### config.mk
export PLATFORM = sky130hd
export DESIGN_NAME = mem_sram_ctrl
export DESIGN_NICKNAME = d
export VERILOG_FILES = /design/src/rtl/arm_mem_pkg.sv /design/src/rtl/sram_wait_counter.sv /design/src/rtl/mem_sram_ctrl.sv
export SDC_FILE = /design/constraint.sdc
export NUM_CORES = 1
export LEC_CHECK = 0
export CAP_MARGIN = 20
export CORE_MARGIN = 2
export CORE_UTILIZATION = 53
export CTS_CLUSTER_SIZE = 28
export DETAILED_ROUTE_END_ITERATION = 7
export GPL_TIMING_DRIVEN = 0
export PLACE_DENSITY = 0.94
export SLEW_MARGIN = 30
export SYNTH_ARGS = -nofsm -noshare
export SYNTH_HDL_FRONTEND = slang
export SYNTH_SLANG_ARGS = --single-unit
export TNS_END_PERCENT = 1
### constraint.sdc
create_clock -name clk -period 5.4 [get_ports clk]
set_clock_uncertainty 0.05 [all_clocks]
set_input_delay 0.81 -clock clk [delete_from_list [all_inputs] [get_ports clk]]
set_output_delay 0.81 -clock clk [all_outputs]
set_load 0.05 [all_outputs]
### src/rtl/arm_mem_pkg.sv
// Shared types and constants for the MEM-stage data-memory path and its
// 16-bit asynchronous SRAM controller.
package arm_mem_pkg;

    localparam int SRAM_ADDR_LEN = 18;
    localparam int SRAM_DATA_LEN = 16;
    localparam int WORD_IDX_LEN  = SRAM_ADDR_LEN - 1;
    localparam int WAIT_CNT_W    = 4;
    localparam logic [31:0] DEFAULT_BASE_ADDR = 32'd1024;

    typedef enum logic [1:0] {
        ST_IDLE,
        ST_LOW,
        ST_HIGH,
        ST_DONE
    } sram_state_e;

    // 32-bit word index inside the SRAM window; out-of-range offsets wrap.
    function automatic logic [WORD_IDX_LEN-1:0] word_index(input logic [31:0] address,
                                                           input logic [31:0] base);
        return WORD_IDX_LEN'((address - base) >> 2);
    endfunction

endpackage

### src/rtl/sram_wait_counter.sv
// Loadable down-counter that times one SRAM half-word phase; tc flags the
// final cycle, tc_next flags that the next cycle will be the final one.
module sram_wait_counter
    import arm_mem_pkg::*;
#(
    parameter int WIDTH = WAIT_CNT_W
) (
    input  logic             clk,
    input  logic             rst,
    input  logic             load,
    input  logic [WIDTH-1:0] load_val,
    output logic             tc,
    output logic             tc_next
);

    logic [WIDTH-1:0] count_q;
    logic [WIDTH-1:0] count_d;

    // NOTE: every signal written here gets a default first, so no path leaves it unassigned and no latch is inferred.
    always_comb begin
        count_d = count_q;
        if (load) begin
            count_d = load_val;
        end else if (count_q != '0) begin
            count_d = count_q - WIDTH'(1);
        end
    end

    assign tc      = (count_q == '0);
    assign tc_next = (count_d == '0);

    // NOTE: state registers use non-blocking assignments so all flops update together on the edge.
    always_ff @(posedge clk or negedge rst) begin
        if (!rst) begin
            count_q <= '0;
        end else begin
            count_q <= count_d;
        end
    end

endmodule

### src/rtl/mem_sram_ctrl.sv
// MEM-stage data-memory responder: one 32-bit access as two 16-bit SRAM phases.
// Optional one-entry read hit buffer enabled by defining SRAM_CTRL_HIT_BUF_EN.
module mem_sram_ctrl
    import arm_mem_pkg::*;
#(
    parameter int          WAIT_CYCLES = 3,
    parameter logic [31:0] BASE_ADDR   = DEFAULT_BASE_ADDR
) (
    input  logic                     clk,
    input  logic                     rst,
    input  logic                     rd_en,
    input  logic                     wr_en,
    input  logic [31:0]              address,
    input  logic [31:0]              write_data,
    output logic [31:0]              read_data,
    output logic                     ready,
    output logic [SRAM_ADDR_LEN-1:0] sram_addr,
    output logic [SRAM_DATA_LEN-1:0] sram_dq_out,
    output logic                     sram_dq_oe,
    input  logic [SRAM_DATA_LEN-1:0] sram_dq_in,
    output logic                     sram_we_n
);

    sram_state_e state_q, state_d;
    logic                     is_wr_q, is_wr_d;
    logic [WORD_IDX_LEN-1:0]  idx_q, idx_d;
    logic [31:0]              wdata_q, wdata_d;
    logic [SRAM_DATA_LEN-1:0] stage_q, stage_d;
    logic [31:0]              read_data_q, read_data_d;
    logic [SRAM_ADDR_LEN-1:0] sram_addr_q, sram_addr_d;
    logic [SRAM_DATA_LEN-1:0] dq_out_q, dq_out_d;
    logic                     oe_q, oe_d;
    logic                     we_n_q, we_n_d;

    logic                     cnt_load, cnt_tc, cnt_tc_next;
    logic [WORD_IDX_LEN-1:0]  req_idx;
    logic                     hit;

    assign req_idx = word_index(address, BASE_ADDR);

    sram_wait_counter #(.WIDTH(WAIT_CNT_W)) u_wait_cnt (
        .clk      (clk),
        .rst      (rst),
        .load     (cnt_load),
        .load_val (WAIT_CNT_W'(WAIT_CYCLES - 1)),
        .tc       (cnt_tc),
        .tc_next  (cnt_tc_next)
    );

`ifdef SRAM_CTRL_HIT_BUF_EN
    logic                    buf_valid_q, buf_valid_d;
    logic [WORD_IDX_LEN-1:0] buf_idx_q, buf_idx_d;
    logic [31:0]             buf_data_q, buf_data_d;

    assign hit = rd_en && !wr_en && buf_valid_q && (buf_idx_q == req_idx);
`else
    assign hit = 1'b0;
`endif

    always_comb begin
        state_d     = state_q;
        is_wr_d     = is_wr_q;
        idx_d       = idx_q;
        wdata_d     = wdata_q;
        stage_d     = stage_q;
        read_data_d = read_data_q;
        cnt_load    = 1'b0;
`ifdef SRAM_CTRL_HIT_BUF_EN
        buf_valid_d = buf_valid_q;
        buf_idx_d   = buf_idx_q;
        buf_data_d  = buf_data_q;
`endif
        unique case (state_q)
            ST_IDLE: begin
                if (rd_en || wr_en) begin
                    is_wr_d = wr_en;
                    idx_d   = req_idx;
                    wdata_d = write_data;
                    if (hit) begin
                        state_d = ST_DONE;
`ifdef SRAM_CTRL_HIT_BUF_EN
                        read_data_d = buf_data_q;
`endif
                    end else begin
                        state_d  = ST_LOW;
                        cnt_load = 1'b1;
                    end
                end
            end
            ST_LOW: begin
                if (cnt_tc) begin
                    state_d  = ST_HIGH;
                    cnt_load = 1'b1;
                    if (!is_wr_q) stage_d = sram_dq_in;
                end
            end
            ST_HIGH: begin
                if (cnt_tc) begin
                    state_d = ST_DONE;
                    if (is_wr_q) begin
`ifdef SRAM_CTRL_HIT_BUF_EN
                        if (buf_valid_q && (buf_idx_q == idx_q)) buf_data_d = wdata_q;
`endif
                    end else begin
                        read_data_d = {sram_dq_in, stage_q};
`ifdef SRAM_CTRL_HIT_BUF_EN
                        buf_valid_d = 1'b1;
                        buf_idx_d   = idx_q;
                        buf_data_d  = {sram_dq_in, stage_q};
`endif
                    end
                end
            end
            ST_DONE: state_d = ST_IDLE;
            default: state_d = ST_IDLE;
        endcase
    end

    // SRAM pins are registered from next-state values so the strobe never glitches.
    always_comb begin
        sram_addr_d = sram_addr_q;
        dq_out_d    = dq_out_q;
        oe_d        = 1'b0;
        we_n_d      = 1'b1;
        if (state_d == ST_LOW || state_d == ST_HIGH) begin
            sram_addr_d = {idx_d, (state_d == ST_HIGH)};
            if (is_wr_d) begin
                oe_d     = 1'b1;
                dq_out_d = (state_d == ST_HIGH) ? wdata_d[31:16] : wdata_d[15:0];
                we_n_d   = cnt_tc_next;
            end
        end
    end

    always_ff @(posedge clk or negedge rst) begin
        if (!rst) begin
            state_q     <= ST_IDLE;
            is_wr_q     <= 1'b0;
            idx_q       <= '0;
            wdata_q     <= '0;
            stage_q     <= '0;
            read_data_q <= '0;
            sram_addr_q <= '0;
            dq_out_q    <= '0;
            oe_q        <= 1'b0;
            we_n_q      <= 1'b1;
        end else begin
            state_q     <= state_d;
            is_wr_q     <= is_wr_d;
            idx_q       <= idx_d;
            wdata_q     <= wdata_d;
            stage_q     <= stage_d;
            read_data_q <= read_data_d;
            sram_addr_q <= sram_addr_d;
            dq_out_q    <= dq_out_d;
            oe_q        <= oe_d;
            we_n_q      <= we_n_d;
        end
    end

`ifdef SRAM_CTRL_HIT_BUF_EN
    always_ff @(posedge clk or negedge rst) begin
        if (!rst) begin
            buf_valid_q <= 1'b0;
        end else begin
            buf_valid_q <= buf_valid_d;
        end
    end

    // NOTE: buffer payload is storage, not control; clearing valid on reset is enough, so it has no reset.
    always_ff @(posedge clk) begin
        buf_idx_q  <= buf_idx_d;
        buf_data_q <= buf_data_d;
    end
`endif

    assign read_data   = read_data_q;
    assign ready       = !(rd_en || wr_en) || (state_q == ST_DONE);
    assign sram_addr   = sram_addr_q;
    assign sram_dq_out = dq_out_q;
    assign sram_dq_oe  = oe_q;
    assign sram_we_n   = we_n_q;

endmodule

After elaboration in Yosys (flattened, before gate mapping)

Index checks and enable logic that the tools add are counted.

Bits in registers: 140
Output and inout bits: 69
Word-level logic and storage cells: 50

Add/sub/neg operators: 2
Equality and inequality tests: 5
Muxes and demuxes: 20
Bitwise gates (word level): 1
Reductions and logical operators: 11

Operators by type and width:

| kind                     | count |
|---|---|
| $mux W32                 | 2 |
| $mux W17                 | 2 |
| $sub A19 B11 Y19 const B | 1 |
| $mux W16                 | 1 |
| $logic_not A4 Y1         | 2 |
| $mux W1                  | 8 |
| $mux W4                  | 2 |
| $pmux W2 S4              | 1 |
| $eq A2 B2 Y1 const B     | 3 |
| $mux W2                  | 3 |
| $reduce_and A3 Y1        | 2 |
| $eq A2 B1 Y1 const B     | 2 |
| $reduce_bool A4 Y1       | 1 |
| $sub A4 B1 Y4 const B    | 1 |
| $logic_or A1 B1 Y1       | 3 |
| $logic_not A2 Y1         | 1 |
| $pmux W1 S2              | 1 |
| $reduce_and A2 Y1        | 1 |
| $logic_not A1 Y1         | 1 |
| $not A1 Y1               | 1 |

Longest topological paths before layout

Word-level depth: 7
Depth in mapped cells: 12
Gate-level depth less buffers: 9

Cells and area by module

A second synthesis with hierarchy kept.

Cells, all modules: 490
Area total of the unflattened synthesis: 6123.4 um2

By module, submodules not included:

| module            | times used | cells an instance | area an instance (um2) |
|---|---|---|---|
| mem_sram_ctrl     | 1          | 466               | 5871.9 |
| sram_wait_counter | 1          | 24                | 251.5 |

Least setup slack after synthesis

OpenSTA, ideal clock, no wires.

Path kind: input-to-reg
Start point: in wr_en
End point: reg dq_out_q[10], in the netlist sram_dq_out[10]
Setup time: 0.125 ns
Arrival: 3.448 ns
Data required time: 5.225 ns
Setup slack: 1.778 ns
Stages: 11
Path buffers: 5
Cells stage by stage: nor2_1 -> nor3_2 -> buf_4 -> buf_2 -> buf_2 -> nor2_1 -> ha_1 -> clkbuf_1 -> nor2_1 -> buf_2 -> mux2_2

Longest elaborated chain between the ends: 6
Elaborated cells on any way between the ends: 12
Classes of those cells: eq/ne: 2; mux: 7; reduce/logical: 3

RTL lines:

| element                                      | line                                       | source |
|---|---|---|
| start, declared                              | mem_sram_ctrl.sv:12                        | `input logic wr_en,` |
| $logic_or A1 B1 Y1                           | mem_sram_ctrl.sv:75                        | `if (rd_en \|\| wr_en) begin` |
| $mux W2                                      | mem_sram_ctrl.sv:75                        |  |
| $pmux W2 S4                                  | mem_sram_ctrl.sv:73                        | `unique case (state_q)` |
| $eq A2 B1 Y1 or $eq A2 B2 Y1 (tied branches) | mem_sram_ctrl.sv:125, mem_sram_ctrl.sv:129 |  |
| $logic_or A1 B1 Y1                           | mem_sram_ctrl.sv:125                       | `if (state_d == ST_LOW \|\| state_d == ST_HIGH) begin` |
| $reduce_and A2 Y1 (no source line)           | -                                          |  |
| end signal, assigned                         | mem_sram_ctrl.sv:155                       | `dq_out_q <= dq_out_d;` |
| end, declared                                | mem_sram_ctrl.sv:31                        | `logic [SRAM_DATA_LEN-1:0] dq_out_q, dq_out_d;` |

Parallel ways exist; a longest one is shown, timed or not.
A chain may end at the register's enable or synchronous reset.

Worst setup path in the final report

Start point: in rd_en
End point: reg dq_out_q[7], in the netlist sram_dq_out[7]

Longest elaborated chain between the ends: 6
Elaborated cells on any way between the ends: 12
Classes of those cells: eq/ne: 2; mux: 7; reduce/logical: 3

RTL lines:

| element                                      | line                                       | source |
|---|---|---|
| start, declared                              | mem_sram_ctrl.sv:11                        | `input logic rd_en,` |
| $logic_or A1 B1 Y1 (*)                       | mem_sram_ctrl.sv:75                        |  |
| $mux W2                                      | mem_sram_ctrl.sv:75                        |  |
| $pmux W2 S4                                  | mem_sram_ctrl.sv:73                        |  |
| $eq A2 B1 Y1 or $eq A2 B2 Y1 (tied branches) | mem_sram_ctrl.sv:125, mem_sram_ctrl.sv:129 |  |
| $logic_or A1 B1 Y1                           | mem_sram_ctrl.sv:125                       |  |
| $reduce_and A2 Y1 (no source line)           | -                                          |  |

Every way passes the cells marked *; elsewhere a longest branch is shown, timed or not.

==> impl_metrics.sql <==
INSERT INTO impl_metrics (metric_group, metric, value, unit) VALUES
('final_layout', 'number_of_standard_cells_in_the_final_layout_excluding_fillers', '803', ''),
('synthesis', 'synth_enable_flop_cells', '0', ''),
('clock_tree', 'max-clock-path-buffers', '2', ''),
('sta', 'setup_ws', '0.717', 'ns'),
('setup_path', 'regToRegSetupSlack', '1.19', 'ns'),
('floorplan', 'fp.dieArea', '12600', 'µm²'),
('hold_path', 'worstHoldPathType', 'primary input to async pin', ''),
('sta', 'worst-slew-pin-transition', '0.869', 'ns'),
('place', 'placement.setup.worst_slack', '0.234', 'ns'),
('routing', 'detail-route-antenna-nets', '0', ''),
('final_layout', 'post_route_cells_drive_above_1_share', '19.7', '%'),
('routing', 'detailedRoute.firstIterationViolations', '313', ''),
('clock_tree', 'cts_hold_repair.buffers', '0', ''),
('power_and_ir_drop', 'p_int', '0.00341', 'W'),
('final_layout', 'nNetsFinal', '734', ''),
('sta', 'finalMaxSlewViolations', '0', ''),
('synthesis', 'synth.yosys.seq_area_share', '56.5', '%'),
('clock_tree', 'htreeDepth', '4', ''),
('place', 'placed_cells_incl_taps', '771', ''),
('synthesis', 'avgSynthCellArea', '12.7', 'µm²'),
('clock_tree', 'post_cts_setup_repair_buffer_count', '0', ''),
('floorplan', 'io_pins', '153', ''),
('setup_path', 'cp_max_fo', '10', ''),
('grt', 'grt_pass1_vias', '4688', ''),
('synthesis', 'syn-num-nets', '577', ''),
('grt', 'wire_length_of_the_first_global_routing_pass', '24200', 'µm'),
('power_and_ir_drop', 'power_density', '693', 'nW/µm²'),
('clock_tree', 'clk_pin_slew', '0.06', 'ns'),
('grt', 'globalRouteTotalUtil', '24.5', '%'),
('floorplan', 'rows', '39', ''),
('sta', 'relSlewSlack', '41.9', '%'),
('clock_tree', 'cts-root-buf', 'clkbuf_16', ''),
('setup_path', 'cpMaxStageDelayCell', 'nor2_1', ''),
('clock_tree', 'cts-buffers-inserted', '17', ''),
('place', 'hpwlAfterDp', '9970', 'µm'),
('routing', 'routedWlPerCell', '18.1', 'µm'),
('routing', 'post_drt_via_cell_ratio', '5.31', ''),
('floorplan', 'die_width', '112', 'µm'),
('sta', 'min_period_over_period', '86.7', '%'),
('synthesis', 'yosys_most_used_dff', 'dfrtp_1', ''),
('routing', 'drcViolationCount', '0', ''),
('place', 'gpl.final_weighted_congestion', '0.802', ''),
('synthesis', 'synth_async_sr_flop_share', '100', '%'),
('setup_path', 'critical_path.cell_chain', 'clkdlybuf4s50_1 -> nor2_1 -> nor3_2 -> buf_4 -> buf_2 -> buf_2 -> nor2_1 -> ha_1 -> clkbuf_1 -> nor2_1 -> buf_2 -> mux2_2', ''),
('setup_path', 'critical_path.endpoint', 'sram_dq_out[7]', ''),
('grt', 'grt_start_max_net_pins', '83', ''),
('final_layout', 'finish.utilization', '72.7', '%'),
('grt', 'global_route.overflow_total', '0', ''),
('final_layout', 'area_growth', '34.0', '%'),
('sta', 'report.final.setup_viol', '0', ''),
('routing', 'via_count', '4266', ''),
('setup_path', 'critical_path.max_stage_delay', '0.73', 'ns'),
('clock_tree', 'clock_tree_from_tritoncts', 'built', ''),
('power_and_ir_drop', 'total_switching_power', '0.00235', 'W'),
('synthesis', 'netlist_area', '6200', 'µm²'),
('power_and_ir_drop', 'comb_power_share', '50.2', '%'),
('routing', 'detailedRoute.firstPassIterationCount', '4', ''),
('setup_path', 'worst_r2r_startpoint', 'state_q[1]', ''),
('sta', 'fin_hold_ws', '0.352', 'ns'),
('power_and_ir_drop', 'pwr-share-clk', '18.0', '%'),
('setup_path', 'worst_r2r_endpoint', 'sram_dq_out[7]', ''),
('floorplan', 'die-height', '112', 'µm'),
('sta', 'timing.fmax', '214', 'MHz'),
('grt', 'grt_antenna_before_repair', '0', ''),
('place', 'dpl_cell_area', '7780', 'µm²'),
('floorplan', 'start_util', '54.3', '%'),
('setup_path', 'critical_path_class', 'primary input to flop', ''),
('run_status', 'status', 'finished clean', ''),
('clock_tree', 'clock_sink_count', '140', ''),
('setup_path', 'worstSetupStartpointType', 'primary input', ''),
('power_and_ir_drop', 'cellLeakagePower', '3.83', 'nW');
==> worst min path at each step <==
stage / start / to / slack, ns / depth (start not counted)
final: rst / read_data[26] / 0.35 / 1
after global routing: rst / read_data[23] / 0.38 / 1
after CTS: rst / sram_dq_out[7] / 0.36 / 1
after detailed placement: wdata_q[14] / wdata_q[14] / 0.41 / 2
after global placement: wdata_q[25] / wdata_q[25] / 0.41 / 2
after floorplan: wdata_q[0] / wdata_q[0] / 0.39 / 2
==> critical path: cells and delay by family <==
kind	cells	cell delay, ns
buffers and inverters	6	2.03
and+or+nand+nor	4	1.42
muxes	1	0.37
adders and majority gates	1	0.29
==> sequential cells by signal, indices dropped and copies added (netlist names) <==
| register | cells |
|---|---|
| u_wait_cnt.count_q | 4 |
| wdata_q | 32 |
| sram_we_n | 1 |
| state_q | 2 |
| read_data | 32 |
| stage_q | 16 |
| sram_dq_oe | 1 |
| sram_addr | 18 |
| sram_dq_out | 16 |
| is_wr_q | 1 |
| idx_q | 17 |
==> power by group through the flow <==
| stage | Clock [W] | Sequential [W] | Combinational, W |
|---|---|---|---|
| floorplan | 0 | 0.00258 | 0.00124 |
| global placement | 0 | 0.00180 | 0.00280 |
| detailed placement | 0 | 0.00184 | 0.00289 |
| CTS | 0.00105 | 0.00184 | 0.00291 |
| global route | 0.00110 | 0.00189 | 0.00308 |
| finish | 0.00103 | 0.00183 | 0.00289 |
==> cell families (layout without fill, tap and decap cells) <==
group / after synthesis / after routing / synth area share, %
simple gates: 147 / 147 / 9.95
flops: 140 / 140 / 56.5
compound gates: 21 / 21 / 2.18
mux: 137 / 137 / 26.3
xor+xnor: 6 / 6 / 0.848
buf+inv: 36 / 206 / 3.59
fa+ha+maj: 3 / 3 / 0.606
==> layer usage <==
layer / vias to the layer above / track usage (%) / routed length, µm
met5: - / 0 / 0
met4: 0 / 7.24 / 201
met3: 18 / 6.86 / 723
met2: 129 / 42.4 / 7440
met1: 2144 / 30.0 / 6130
li1: 1975 / - / -
==> cell usage after synthesis, types with 2 or more instances <==
master,n,area [µm²]
a21o_1,2,15.0
a21oi_1,3,15.0
buf_1,2,7.51
buf_12,3,60.1
buf_2,7,35.0
buf_4,2,15.0
buf_6,3,33.8
clkbuf_1,9,33.8
dfrtp_1,139,3480
ha_1,3,37.5
inv_1,10,37.5
mux2_2,47,529
mux2_4,40,601
mux2i_1,50,500
nand2_1,110,413
nand2b_1,7,43.8
nand3_1,3,15.0
nor2_1,13,48.8
nor3_1,3,15.0
nor3b_1,2,15.0
o21ai_0,7,35.0
o221ai_1,2,17.5
o31ai_1,2,15.0
or3_1,2,12.5
xnor2_1,3,26.3
xor2_1,3,26.3
==> layout by cell type (no fill, tap or decap), types with 3 or more instances in the layout <==
cell | synthesis | routed
clkbuf_1 | 9 | 18
o21ai_0 | 7 | 7
buf_12 | 3 | 3
dfrtp_1 | 139 | 139
nor3_1 | 3 | 3
xor2_1 | 3 | 3
xnor2_1 | 3 | 3
buf_2 | 7 | 7
clkbuf_8 | 0 | 4
buf_6 | 3 | 3
clkdlybuf4s50_1 | 0 | 136
clkbuf_16 | 0 | 17
nor2_1 | 13 | 13
nand2b_1 | 7 | 7
mux2_4 | 40 | 40
nand2_1 | 110 | 110
mux2_2 | 47 | 47
a21oi_1 | 3 | 3
inv_1 | 10 | 10
nand3_1 | 3 | 3
ha_1 | 3 | 3
mux2i_1 | 50 | 50
==> layout make-up <==
cell class	instances	area [µm²]
Inverter	10	37.5
Buffer	26	185
Clock inverter	2	10.0
Timing Repair Buffer	138	1400
Multi-Input combinational cell	314	2470
Tap cell	143	179
Sequential cell	140	3500
Clock buffer	30	514
Fill cell	770	3110
==> stage by stage <==
step / TNS (ns) / total power [W]
after floorplan: 0 / 0.00382
after CTS: 0 / 0.00579
final: 0 / 0.00575
after global placement: -242.55 / 0.00460
after global routing: 0 / 0.00608
after detailed placement: 0 / 0.00473
(Power assumes the default switching activity.)
==> patch 1, RTL diff (same flow settings) <==
Change the package constant `SRAM_ADDR_LEN` from 18 to 9.
--- a/src/rtl/arm_mem_pkg.sv
+++ b/src/rtl/arm_mem_pkg.sv
@@ -2,7 +2,7 @@
 // 16-bit asynchronous SRAM controller.
 package arm_mem_pkg;
 
-    localparam int SRAM_ADDR_LEN = 18;
+    localparam int SRAM_ADDR_LEN = 9;
     localparam int SRAM_DATA_LEN = 16;
     localparam int WORD_IDX_LEN  = SRAM_ADDR_LEN - 1;
     localparam int WAIT_CNT_W    = 4;
Ports: changed (resized sram_addr); port bits go from 153 to 144. The function was not compared with the original's and may differ.
==> patch 1 against the original RTL <==
Power shrank 4.2%; register-to-register slack gained 750 ps; sequential cell count shrank 18; routed wire length shrank 17%; area after synthesis shrank 16%; setup slack gained 1100 ps; design area shrank 13%; critical path type unchanged.
==> patch 1: results (changes against the original RTL) <==
Outcome: finished, final reports clean (unchanged). The setup slack of the most critical reg-to-reg path is 1940 ps (was 1190 ps). The total length of routed met2 wires is 6270 um (was 7440 um). The critical path endpoint category is a register (unchanged).

The post-place setup slack was 1340 ps (was 234 ps). The net count after synthesis was 426 (was 577). The worst vdd rail ir drop came out at 0.516 mV (was 0.425 mV). Biggest area contributors in the synthesized netlist: sky130_fd_sc_hd__dfrtp_1 (58%), sky130_fd_sc_hd__mux2_2 (23%), sky130_fd_sc_hd__mux2i_1 (9.2%) (was sky130_fd_sc_hd__dfrtp_1 (56%), sky130_fd_sc_hd__mux2_4 (9.7%), sky130_fd_sc_hd__mux2_2 (8.5%)). The half-perimeter wire length after placement came out at 7930 um (was 9970 um). The number of global-route vias before repair is 3,606 (was 4,688). The post-route worst hold slack came out at 182 ps (was 352 ps). The startpoint of the worst register-to-register path is u_wait_cnt.count_q[0] (was state_q[1]). The post-synthesis cell count came to 340 (was 490). The capture point of the worst reg-to-reg path is sram_dq_out[12] (was sram_dq_out[7]). The number of port buffers came out at 119 (was 137).

The net count of the finished layout came to 565 (was 734). The post-detailed-routing wire length came out at 12,100 um (was 14,500 um). The cell at the root of the clock tree is sky130_fd_sc_hd__clkbuf_8 (was sky130_fd_sc_hd__clkbuf_16). The final critical-path required period came out at 3550 ps (was 4680 ps). The arrival time at the worst endpoint is 3900 ps (was 4930 ps). The beginning of the critical path is wr_en (was rd_en). The tightest slew margin relative to the limit came out at 49.3% (was 41.9%). The total number of vias came to 3,306 (was 4,266).

The worst-skew pair later-pin latency came out at 520 ps (was 410 ps). The delay of the slowest cell on the worst path is 570 ps (was 730 ps). The first-pass GRT wire length is 18,800 um (was 24,200 um).

The number of distinct standard cells referenced by the synthesized netlist came out at 27 (was 39). The DRC violation total after the first TritonRoute iteration is 92 (was 313). The total length of routed met3 wires is 468 um (was 723 um). The layout cell share with drive strength beyond 1 was 33.7% (was 19.7%). The placement-stage cell area is 6600 um^2 (was 7780 um^2). The leakage power is 0.00307 uW (was 0.00383 uW). Commonest cells post-synth: sky130_fd_sc_hd__dfrtp_1 (121), sky130_fd_sc_hd__mux2_2 (106), sky130_fd_sc_hd__mux2i_1 (48), sky130_fd_sc_hd__buf_2 (10), sky130_fd_sc_hd__mux2_4 (8) (was sky130_fd_sc_hd__dfrtp_1 (139), sky130_fd_sc_hd__nand2_1 (110), sky130_fd_sc_hd__mux2i_1 (50), sky130_fd_sc_hd__mux2_2 (47), sky130_fd_sc_hd__mux2_4 (40)). The depth of the worst register-to-register path came out at 11 (was 10). The cell at the slowest stage of the critical path was sky130_fd_sc_hd__nor3_2 (was sky130_fd_sc_hd__nor2_1).

The wire length on met1 is 4980 um (was 6130 um). The cell total after placement is 593 (was 771).
[patch 1: cell type report]
type                    instances  area [um^2]
plain buffers                  17          114
flip-flops and latches        122         3050
well taps                     133          166
clock buffers                  19          432
repair buffers                120         1220
inverters                       3         11.3
clock inverters                13          170
multi-input cells             198         2030
fillers                       605         2440
[patch 1: layer usage]
metal | track usage, % | up-vias
met5 | 0 | -
met4 | 11.2 | 0
met3 | 6.31 | 32
met2 | 39.4 | 95
met1 | 30.2 | 1680
li1 | - | 1499
[patch 1: where the power goes]
part | total, uW | switching [uW] | leakage (uW) | internal (uW)
Combinational | 2740 | 1500 | 0.00132 | 1240
Sequential | 1640 | 256 | 0.00146 | 1380
Clock | 1130 | 415 | 0.000285 | 718
Total | 5510 | 2170 | 0.00307 | 3340
[patch 1: logic make-up after synthesis]
| group | share of synthesized area [%] |
|---|---|
| AOI/OAI and AO/OA | 1.25 |
| adders and majority gates | 0.480 |
| buffers and inverters | 2.40 |
| DFF | 58.6 |
| muxes | 34.5 |
| and+or+nand+nor | 2.76 |
==> patch 2, RTL diff (same flow settings) <==
Made on the original files. The 4 states of `sram_state_e` get a one-hot encoding in 4 bits.
--- a/src/rtl/arm_mem_pkg.sv
+++ b/src/rtl/arm_mem_pkg.sv
@@ -8,11 +8,11 @@
     localparam int WAIT_CNT_W    = 4;
     localparam logic [31:0] DEFAULT_BASE_ADDR = 32'd1024;
 
-    typedef enum logic [1:0] {
-        ST_IDLE,
-        ST_LOW,
-        ST_HIGH,
-        ST_DONE
+    typedef enum logic [3:0] {
+        ST_IDLE = 4'b0001,
+        ST_LOW  = 4'b0010,
+        ST_HIGH = 4'b0100,
+        ST_DONE = 4'b1000
     } sram_state_e;
 
     // 32-bit word index inside the SRAM window; out-of-range offsets wrap.
Formal check against the unedited RTL: no difference found for any inputs over 10 cycles, from zero or initial values and one cycle with rst low; not proved beyond that.
==> patch 2 against the original RTL <==
Die area down 3.0%; design area down 1.8%; routed wire length down 2.3%; power down 11%; sequential cell count up 2; core utilization up 1.9 points; area after synthesis down 3.1%; count of clock-buffer cells in the layout down 12; setup slack better by 960 ps; critical path type is now input port to output port; largest cell class unchanged.
==> patch 2: results (changes against the original RTL) <==
Outcome: finished, final reports clean (unchanged). The post-CTS setup buffer count came out at 0 (unchanged). The number of port buffers is 137 (unchanged). The number of H-tree branching levels is 4 (unchanged).

The post-synthesis instance area came out at 6000 um^2 (was 6200 um^2). The first-pass GRT wire length came out at 23,500 um (was 24,200 um). The number of optimization iterations in the first detailed-route pass is 4 (unchanged).

The cell at the root of the clock tree was sky130_fd_sc_hd__clkbuf_16 (unchanged). The warning count from the yosys run came out at 0 (unchanged). The post-detailed-routing wire length is 14,200 um (was 14,500 um). The count of instances resized after the clock tree is built is 0 (unchanged). The buffer levels on the longest clock path is 2 (unchanged). The maximum number of pins on one net before global-route repair is 79 (was 83). Commonest cells post-synth: sky130_fd_sc_hd__dfrtp_1 (140), sky130_fd_sc_hd__nand2_1 (105), sky130_fd_sc_hd__mux2_2 (78), sky130_fd_sc_hd__mux4_2 (16), sky130_fd_sc_hd__buf_2 (14) (was sky130_fd_sc_hd__dfrtp_1 (139), sky130_fd_sc_hd__nand2_1 (110), sky130_fd_sc_hd__mux2i_1 (50), sky130_fd_sc_hd__mux2_2 (47), sky130_fd_sc_hd__mux2_4 (40)). The class of the tightest hold or removal check was input port to async pin (unchanged).

The layout cell share with drive strength beyond 1 was 26.4% (was 19.7%). The clock buffer count from CTS is 17 (unchanged). The worst vdd rail ir drop is 0.443 mV (was 0.425 mV).

The antenna cell count came out at 0 (unchanged). The placement-stage cell area was 7580 um^2 (was 7780 um^2). The depth of the worst register-to-register path came to 8 (was 10). The async set or reset register ratio after synthesis is 100% (unchanged). The net count after synthesis is 537 (was 577). The ratio of routed vias to standard cells was 5.51 (was 5.31). The number of global-route vias before repair was 4,792 (was 4,688). The tightest slew margin relative to the limit came out at 62.2% (was 41.9%).

The clock edge transition at the registers on the reported setup and hold paths came to 60 ps (about the same). The arrival time at the worst endpoint came to 2860 ps (was 4930 ps). The number of distinct standard cells referenced by the synthesized netlist came out at 38 (was 39). The final weighted congestion of routability-driven global placement was 0.825 (was 0.802). The initial antenna violation count came to 0 (unchanged). The total track usage is 24.2% (was 24.5%). The DRC violation total after the first TritonRoute iteration is 175 (was 313). The fill cell instance count of the final layout came out at 704 (was 770). The worst-skew pair later-pin latency is 410 ps (about the same). Biggest area contributors in the synthesized netlist: sky130_fd_sc_hd__dfrtp_1 (58%), sky130_fd_sc_hd__mux2_2 (15%), sky130_fd_sc_hd__nand2_1 (6.6%) (was sky130_fd_sc_hd__dfrtp_1 (56%), sky130_fd_sc_hd__mux2_4 (9.7%), sky130_fd_sc_hd__mux2_2 (8.5%)). The sequential cell area fraction in the yosys report is 59.2% (was 56.5%). The net count of the finished layout came out at 694 (was 734). The share of the synthesized area in the top cell type came to 58.3% (was 56.1%). The half-perimeter wire length after placement was 9940 um (was 9970 um). The highest fanout seen on the critical path came to 10 (unchanged). The leakage power is 0.00371 uW (was 0.00383 uW).
[patch 2: routing by layer]
metal | global-route usage [%] | share of wire [%] | up-vias
met2 | 42.2 | 54 | 171
met3 | 6.04 | 5.1 | 31
li1 | - | - | 1886
met5 | 0 | 0 | -
met4 | 11.7 | 2.8 | 0
met1 | 28.0 | 38 | 2103
[patch 2: kinds of logic (layout without fill, tap and decap cells)]
group / count (synthesis) / in the layout / synth area share, %
AND/OR/NAND/NOR: 137 / 137 / 10.5
flip-flops: 142 / 142 / 59.2
XOR/XNOR: 4 / 4 / 0.583
adder cells (fa/ha/maj): 2 / 2 / 0.417
AO/OA/AOI/OAI: 30 / 30 / 3.08
buffers and inverters: 32 / 202 / 3.00
multiplexers: 104 / 104 / 23.2
[patch 2: report_power, final]
part           switching (uW)  internal, uW  leakage (uW)
Combinational            1260           987       0.00166
Sequential                233          1500       0.00179
Clock                     452           680      0.000272
Total                    1950          3170       0.00371
[patch 2: area by class of cell]
class	count	area (um^2)	share of cell area [%]
Buffer	25	154	1.89
Timing Repair Buffer	138	1400	17.2
Clock inverter	14	145	1.78
Multi-Input combinational cell	277	2270	27.8
Inverter	7	26.3	0.322
Clock buffer	18	429	5.26
Sequential cell	142	3560	43.6
Tap cell	140	175	2.15
[patch 2: path summary, 6_finish.rpt]
| kind | to | slack [ps] | startpoint |
|---|---|---|---|
| max in group asynchronous | sram_we_n | 4250 | rst |
| worst min register to register | wdata_q[0] | 430 | wdata_q[0] |
| worst min-delay path | wdata_q[3] | 280 | rst |
| min in group clk | wdata_q[0] | 430 | wdata_q[0] |
| worst max register to register | sram_dq_out[10] | 2620 | u_wait_cnt.count_q[0] |
| worst max-delay path | ready | 1680 | wr_en |
[patch 2: metrics by stage]
step                      hold slack, ps  instances  setup slack [ps]
after floorplan                      390        451              2370
after global placement               403        728             -1820
after detailed placement             407        729              1700
after CTS                            303        761              1690
after global routing                 317        761              1580
final                                285        761              1680
[patch 2: critical path: stages]
cell                              delay [ps]
sky130_fd_sc_hd__clkdlybuf4s50_1         430
sky130_fd_sc_hd__or2_2                   340
sky130_fd_sc_hd__clkbuf_1                230
sky130_fd_sc_hd__o41ai_1                 130
sky130_fd_sc_hd__clkdlybuf4s50_1         920
